==> src/rtl/fir_tap_accumulator.sv <==
// Streaming tap accumulator: sums TAPS signed products per frame, then
// arithmetic-shifts by SHIFT and saturates the result to OUT_WIDTH bits.
// Valid/ready on both sides; one output is held until downstream takes it.

// Parameterised ripple-carry adder (no carry in or out; the caller sizes the
// operands so that the sum cannot overflow).
module fir_rca_adder #(
  parameter int unsigned WIDTH = 8
) (
  input  logic [WIDTH-1:0] a_i,
  input  logic [WIDTH-1:0] b_i,
  output logic [WIDTH-1:0] sum_o
);
  logic [WIDTH-1:0] carry;

  assign carry[0] = 1'b0;

  for (genvar i = 0; i < WIDTH; i++) begin : g_bit
    assign sum_o[i] = a_i[i] ^ b_i[i] ^ carry[i];
    if (i < WIDTH - 1) begin : g_carry
      assign carry[i+1] = (a_i[i] & b_i[i]) | (carry[i] & (a_i[i] ^ b_i[i]));
    end
  end
endmodule

module fir_tap_accumulator #(
  parameter int unsigned IN_WIDTH  = 16,
  parameter int unsigned TAPS      = 8,
  parameter int unsigned SHIFT     = 3,
  parameter int unsigned OUT_WIDTH = 16
) (
  input  logic                    clk,
  input  logic                    rst,
  input  logic                    clear,
  input  logic                    in_valid,
  output logic                    in_ready,
  input  logic [IN_WIDTH-1:0]     in_data,
  output logic                    out_valid,
  input  logic                    out_ready,
  output logic [OUT_WIDTH-1:0]    out_data,
  output logic                    out_sat,
  output logic [$clog2(TAPS):0]   tap_cnt
);
  localparam int unsigned CNT_W     = $clog2(TAPS) + 1;
  localparam int unsigned ACC_WIDTH = IN_WIDTH + $clog2(TAPS);
  // Compare width wide enough to hold both the scaled sum and the output limits.
  localparam int unsigned CW = ((ACC_WIDTH > OUT_WIDTH) ? ACC_WIDTH : OUT_WIDTH) + 1;

  localparam logic signed [CW-1:0] MAXV = {{(CW-OUT_WIDTH+1){1'b0}}, {(OUT_WIDTH-1){1'b1}}};
  localparam logic signed [CW-1:0] MINV = {{(CW-OUT_WIDTH+1){1'b1}}, {(OUT_WIDTH-1){1'b0}}};

  typedef enum logic [1:0] {
    S_IDLE  = 2'd0,
    S_ACCUM = 2'd1,
    S_HOLD  = 2'd2
  } state_t;

  state_t                 state_q, state_d;
  logic [ACC_WIDTH-1:0]   acc_q, acc_d;
  logic [CNT_W-1:0]       tap_cnt_q, tap_cnt_d;
  logic [OUT_WIDTH-1:0]   out_data_q, out_data_d;
  logic                   out_sat_q, out_sat_d;

  logic [ACC_WIDTH-1:0]   in_ext;
  logic [ACC_WIDTH-1:0]   sum;
  logic signed [ACC_WIDTH-1:0] sum_s;
  logic signed [ACC_WIDTH-1:0] scaled;
  logic signed [CW-1:0]   scaled_ext;
  logic                   accept;

  assign in_ext = {{(ACC_WIDTH-IN_WIDTH){in_data[IN_WIDTH-1]}}, in_data};

  fir_rca_adder #(.WIDTH(ACC_WIDTH)) u_add (
    .a_i   (acc_q),
    .b_i   (in_ext),
    .sum_o (sum)
  );

  assign sum_s      = sum;
  assign scaled     = sum_s >>> SHIFT;
  assign scaled_ext = {{(CW-ACC_WIDTH){scaled[ACC_WIDTH-1]}}, scaled};

  // out_valid is decoded from the state register rather than kept as a
  // separate flop; HOLD is exactly the "output pending" condition.
  assign in_ready  = ~rst & (state_q != S_HOLD);
  assign out_valid = (state_q == S_HOLD);
  assign out_data  = out_data_q;
  assign out_sat   = out_sat_q;
  assign tap_cnt   = tap_cnt_q;
  assign accept    = in_valid & in_ready;

  // State, accumulator and output registers with asynchronous reset.
  always_ff @(posedge clk or posedge rst) begin
    if (rst) begin
      state_q    <= S_IDLE;
      acc_q      <= '0;
      tap_cnt_q  <= '0;
      out_data_q <= '0;
      out_sat_q  <= 1'b0;
    end else begin
      state_q    <= state_d;
      acc_q      <= acc_d;
      tap_cnt_q  <= tap_cnt_d;
      out_data_q <= out_data_d;
      out_sat_q  <= out_sat_d;
    end
  end

  // Next-state logic: accumulate, finalise (scale + saturate), hold, abort.
  always_comb begin
    state_d    = state_q;
    acc_d      = acc_q;
    tap_cnt_d  = tap_cnt_q;
    out_data_d = out_data_q;
    out_sat_d  = out_sat_q;

    if (clear) begin
      state_d   = S_IDLE;
      acc_d     = '0;
      tap_cnt_d = '0;
    end else begin
      unique case (state_q)
        S_IDLE: begin
          if (accept) begin
            acc_d     = in_ext;
            tap_cnt_d = CNT_W'(1);
            state_d   = S_ACCUM;
          end
        end
        S_ACCUM: begin
          if (accept) begin
            if (tap_cnt_q == CNT_W'(TAPS - 1)) begin
              if (scaled_ext > MAXV) begin
                out_data_d = MAXV[OUT_WIDTH-1:0];
                out_sat_d  = 1'b1;
              end else if (scaled_ext < MINV) begin
                out_data_d = MINV[OUT_WIDTH-1:0];
                out_sat_d  = 1'b1;
              end else begin
                out_data_d = scaled_ext[OUT_WIDTH-1:0];
                out_sat_d  = 1'b0;
              end
              acc_d     = '0;
              tap_cnt_d = '0;
              state_d   = S_HOLD;
            end else begin
              acc_d     = sum;
              tap_cnt_d = tap_cnt_q + CNT_W'(1);
            end
          end
        end
        S_HOLD: begin
          if (out_ready) begin
            state_d = S_IDLE;
          end
        end
        default: begin
          state_d = S_IDLE;
        end
      endcase
    end
  end
endmodule

==> config.mk <==
export PLATFORM = sky130hd
export DESIGN_NAME = fir_tap_accumulator
export DESIGN_NICKNAME = d
export VERILOG_FILES = /design/src/rtl/fir_tap_accumulator.sv
export SDC_FILE = /design/constraint.sdc
export NUM_CORES = 1
export LEC_CHECK = 0
export BUFFER_PORTS_ARGS = -buffer_cell sky130_fd_sc_hd__buf_2
export CORE_MARGIN = 2
export CORE_UTILIZATION = 30
export DETAILED_ROUTE_END_ITERATION = 8
export GPL_ROUTABILITY_DRIVEN = 0
export SYNTH_ARGS = -nofsm -noshare
export SYNTH_HDL_FRONTEND = slang
export SYNTH_HIERARCHICAL = 1
export SYNTH_SLANG_ARGS = --single-unit
==> constraint.sdc <==
create_clock -name clk -period 11.2 [get_ports clk]
set_clock_uncertainty 0.2 [all_clocks]
set_input_delay 2.24 -clock clk [delete_from_list [all_inputs] [get_ports clk]]
set_output_delay 2.24 -clock clk [all_outputs]
set_load 0.005 [all_outputs]
==> results by group <==
Status
  – Status: finished, final reports clean

Setup path
  – CP max stage cell: fa_1
  – CP startpoint kind: primary input
  – Critical path class: primary input to flop
  – Crit-path max FO: 2
  – Reg-to-reg slack, setup: about 3200 ps
  – Delay-heaviest family, CP: adder cells
  – Slowest Stage Delay on Critical Path: 420 ps
  – Critical path depth: 23
  – Critical path endpoint: acc_q[18]$_DFFE_PP0P_
  – WP data arrival: 9620 ps
  – Data required, critical path: 11180 ps
  – Crit end category: flop
  – Worst Setup SP: in_data[0]
  – Critical R2R Launch: acc_q[0]$_DFFE_PP0P_
  – Crit path top cell by count: fa_1
  – Buf/Inv on CP: 3
  – FF-to-FF End: acc_q[18]$_DFFE_PP0P_
  – Cell breakdown of the critical path: buf_2 -> ha_1 -> fa_1 -> fa_1 -> fa_1 -> fa_1 -> fa_1 -> fa_1 -> fa_1 -> fa_1 -> fa_1 -> fa_1 -> fa_1 -> fa_1 -> fa_1 -> fa_1 -> inv_1 -> fa_1 -> inv_1 -> fa_1 -> fa_1 -> xor3_1 -> a221o_1
  – Register-to-Register Path Depth: 22

Clocking
  – CTS Buf Count: 5
  – Root Driver: clkbuf_8
  – CTS Buffer Depth: 2
  – Hold-fix buffers, CTS: 0
  – Clk slew on worst S/H paths: 80 ps
  – H-tree levels: 2
  – Clk Latency, worst-skew pair: 290 ps
  – CTS sink count: 42
  – Setup bufs post-CTS: 0
  – CTS tree: yes
  – Post-CTS Resized: 0

Synth
  – Mapped cell area: around 0.0023 mm^2
  – Mean Syn Cell Area: 13.98 um^2
  – Post-synth top area cell: dfrtp_1
  – Post-synthesis sequential area ratio: 46.41%
  – FF+latch count, synth: 42
  – Top-area cell type share of the netlist area: 46.41%
  – YS warnings: 6
  – Syn nets: 202
  – Top cells by area, synth: dfrtp_1 46%, fa_1 15%, a221o_1 8.4%
  – Yosys cell types: 31
  – Cells after Synth: 162

Final layout
  – Cell area after layout: 0.002669 mm^2
  – Fin cells: 305
  – Area grow syn2layout: 17.85%
  – Share of cells above drive strength 1: 36.41%
  – Number of diodes: 0
  – Total Nets Final: 245
  – # fillers: 746
  – Core Util, Final: approximately 37%

Hold path
  – Worst hold path class: flop to flop
  – Worst hold stages: 1

Global routing
  – GRT busiest layer: met2
  – Vias in the first global route: 1565
  – GR Util met2: 19.09%
  – Antenna violations before repair: 0
  – First-pass GRT wire length: 8211 um
  – Grt total ovfl: 0
  – GRT Overall Usage: 12.65%
  – Largest net degree at the start of global routing: 28
  – Met3 global-route usage: roughly 3%
  – GR Util met1: 18.37%

Route
  – Initial DRC count: about 110
  – Total number of vias: 1513
  – Wire length per cell: 15.89 um
  – DRT antenna net count: 0
  – First-pass DRT Iterations: 4
  – Vias/cell: 4.961
  – DRC errors left: 0
  – Post-Route WL: 4845 um

Die
  – # IOs: 44
  – Die Y: 90.89 um
  – Die area: slightly above 0.008 mm^2
  – Num rows: 31
  – Core box area: 0.007292 mm^2
  – Die W: 90.89 um
  – Initial Utilization: 31.06%

STA
  – WHS: 290.9 ps
  – Fmax: 103.7 MHz
  – Part of the cycle the worst path needs: 86.10%
  – Setup violators final: 0
  – Worst setup margin: 1556 ps
  – Setup_tns: 0 ps
  – Fin crit period: 9644 ps
  – Max_slew headroom: 21.47%
  – Final Hold Vio Count: 0
  – Fin. max-slew vios: 0
  – RSZ-0062 raised after global routing: false
  – Worst-margin pin slew: between 1000 and 1500 ps

Placement
  – Estimated wirelength of the detail-placed design: 3371 um
  – DP Worst Slack: 1278 ps
  – Count of input and output buffers: 43
  – Placed cell area: 0.002574 mm^2
  – Cells after DPL: 297

Power and ir drop
  – Max IR drop VDD: approximately 0.000068 V
  – Power per cell area: 116.3 mW/mm^2
  – Static Leakage: about 1.3 nW
  – Post-route total power: slightly above 300 uW

Flow run
  – Number of max-cap violations: 0
worst min-delay path by stage:
stage,slack [ps],start,endpoint
6_report,290,out_sat$_DFFE_PP0P_,out_sat$_DFFE_PP0P_
5_1_grt,330,out_data[10]$_DFFE_PP0P_,out_data[10]$_DFFE_PP0P_
4_1_cts,290,out_sat$_DFFE_PP0P_,out_sat$_DFFE_PP0P_
3_5_place_dp,270,out_sat$_DFFE_PP0P_,out_sat$_DFFE_PP0P_
3_3_place_gp,270,out_sat$_DFFE_PP0P_,out_sat$_DFFE_PP0P_
2_1_floorplan,280,out_sat$_DFFE_PP0P_,out_sat$_DFFE_PP0P_
power by group:
group / switching, mW / internal (mW)
clock: 0.0532 / 0.0496
combinational: 0.0247 / 0.0209
sequential: 0.00516 / 0.157
registers in the layout, indices dropped and copies added, names as in the netlist:
signal	count
state_q	2
out_data	16
tap_cnt	4
out_sat	1
acc_q	19
kinds of logic after synthesis:
logic type	share of synthesized area [%]
and+or+nand+nor	12.82
adders and majority gates	16.13
xor gates and xnor gates	1.050
muxes	9.282
DFF	46.41
buffers and inverters	3.978
AOI/OAI and AO/OA	10.33
worst register-to-register path, cell delays in order (launching register included):
cell and delay (ps):
dfrtp_1 390, ha_1 210, fa_1 400, fa_1 420, fa_1 410, fa_1 400
fa_1 390, fa_1 390, fa_1 390, fa_1 390, fa_1 390, fa_1 390
fa_1 390, fa_1 400, fa_1 400, fa_1 380, inv_1 80, fa_1 160
inv_1 50, fa_1 370, fa_1 380, xor3_1 220, a221o_1 340
cell usage in the layout, fill, tap and decap left out, drive strengths merged:
cell type,count
a31oi,2
or3b,3
clkinvlp,1
nor2,6
nand4b,2
ha,2
a211o,1
and4,1
fa,17
nand2b,3
and3b,1
xor3,1
and2,1
clkinv,2
buf,45
nor4,1
a221o,19
clkbuf,6
and3,1
nand3b,1
mux2,16
inv,7
nor3b,17
a21oi,1
a22o,1
nor3,4
dfrtp,42
o41ai,1
or4b,1
cell usage after synthesis (all sizes together):
library cell   n
and3b          1
nor3b         17
nand2b         3
nor2           6
a211o          1
nand3b         1
and2           1
a21oi          1
o41ai          1
or4b           1
a31oi          2
fa            17
inv            8
nand4b         2
xor3           1
dfrtp         42
and4           1
nor4           1
nor3           4
a22o           1
buf            4
clkbuf         5
ha             2
a221o         19
and3           1
or3b           3
mux2          16
layer usage:
metal | vias to the layer above | share of wire, %
li1 | 685 | -
met1 | 785 | 52
met2 | 38 | 43
met3 | 5 | 4.0
met4 | 0 | 0.78
met5 | - | 0
layout make-up:
class	instances	area (um^2)	share of cell area [%]
tap	99	123.9	4.641
clock buffer	6	82.58	3.094
clock inverter	2	12.51	0.4688
sequential	42	1051	39.38
multi-input combinational	103	1139	42.66
timing repair buffer	45	230.2	8.626
inverter	8	30.03	1.125
Note: power is estimated with default switching activity, not from simulation.
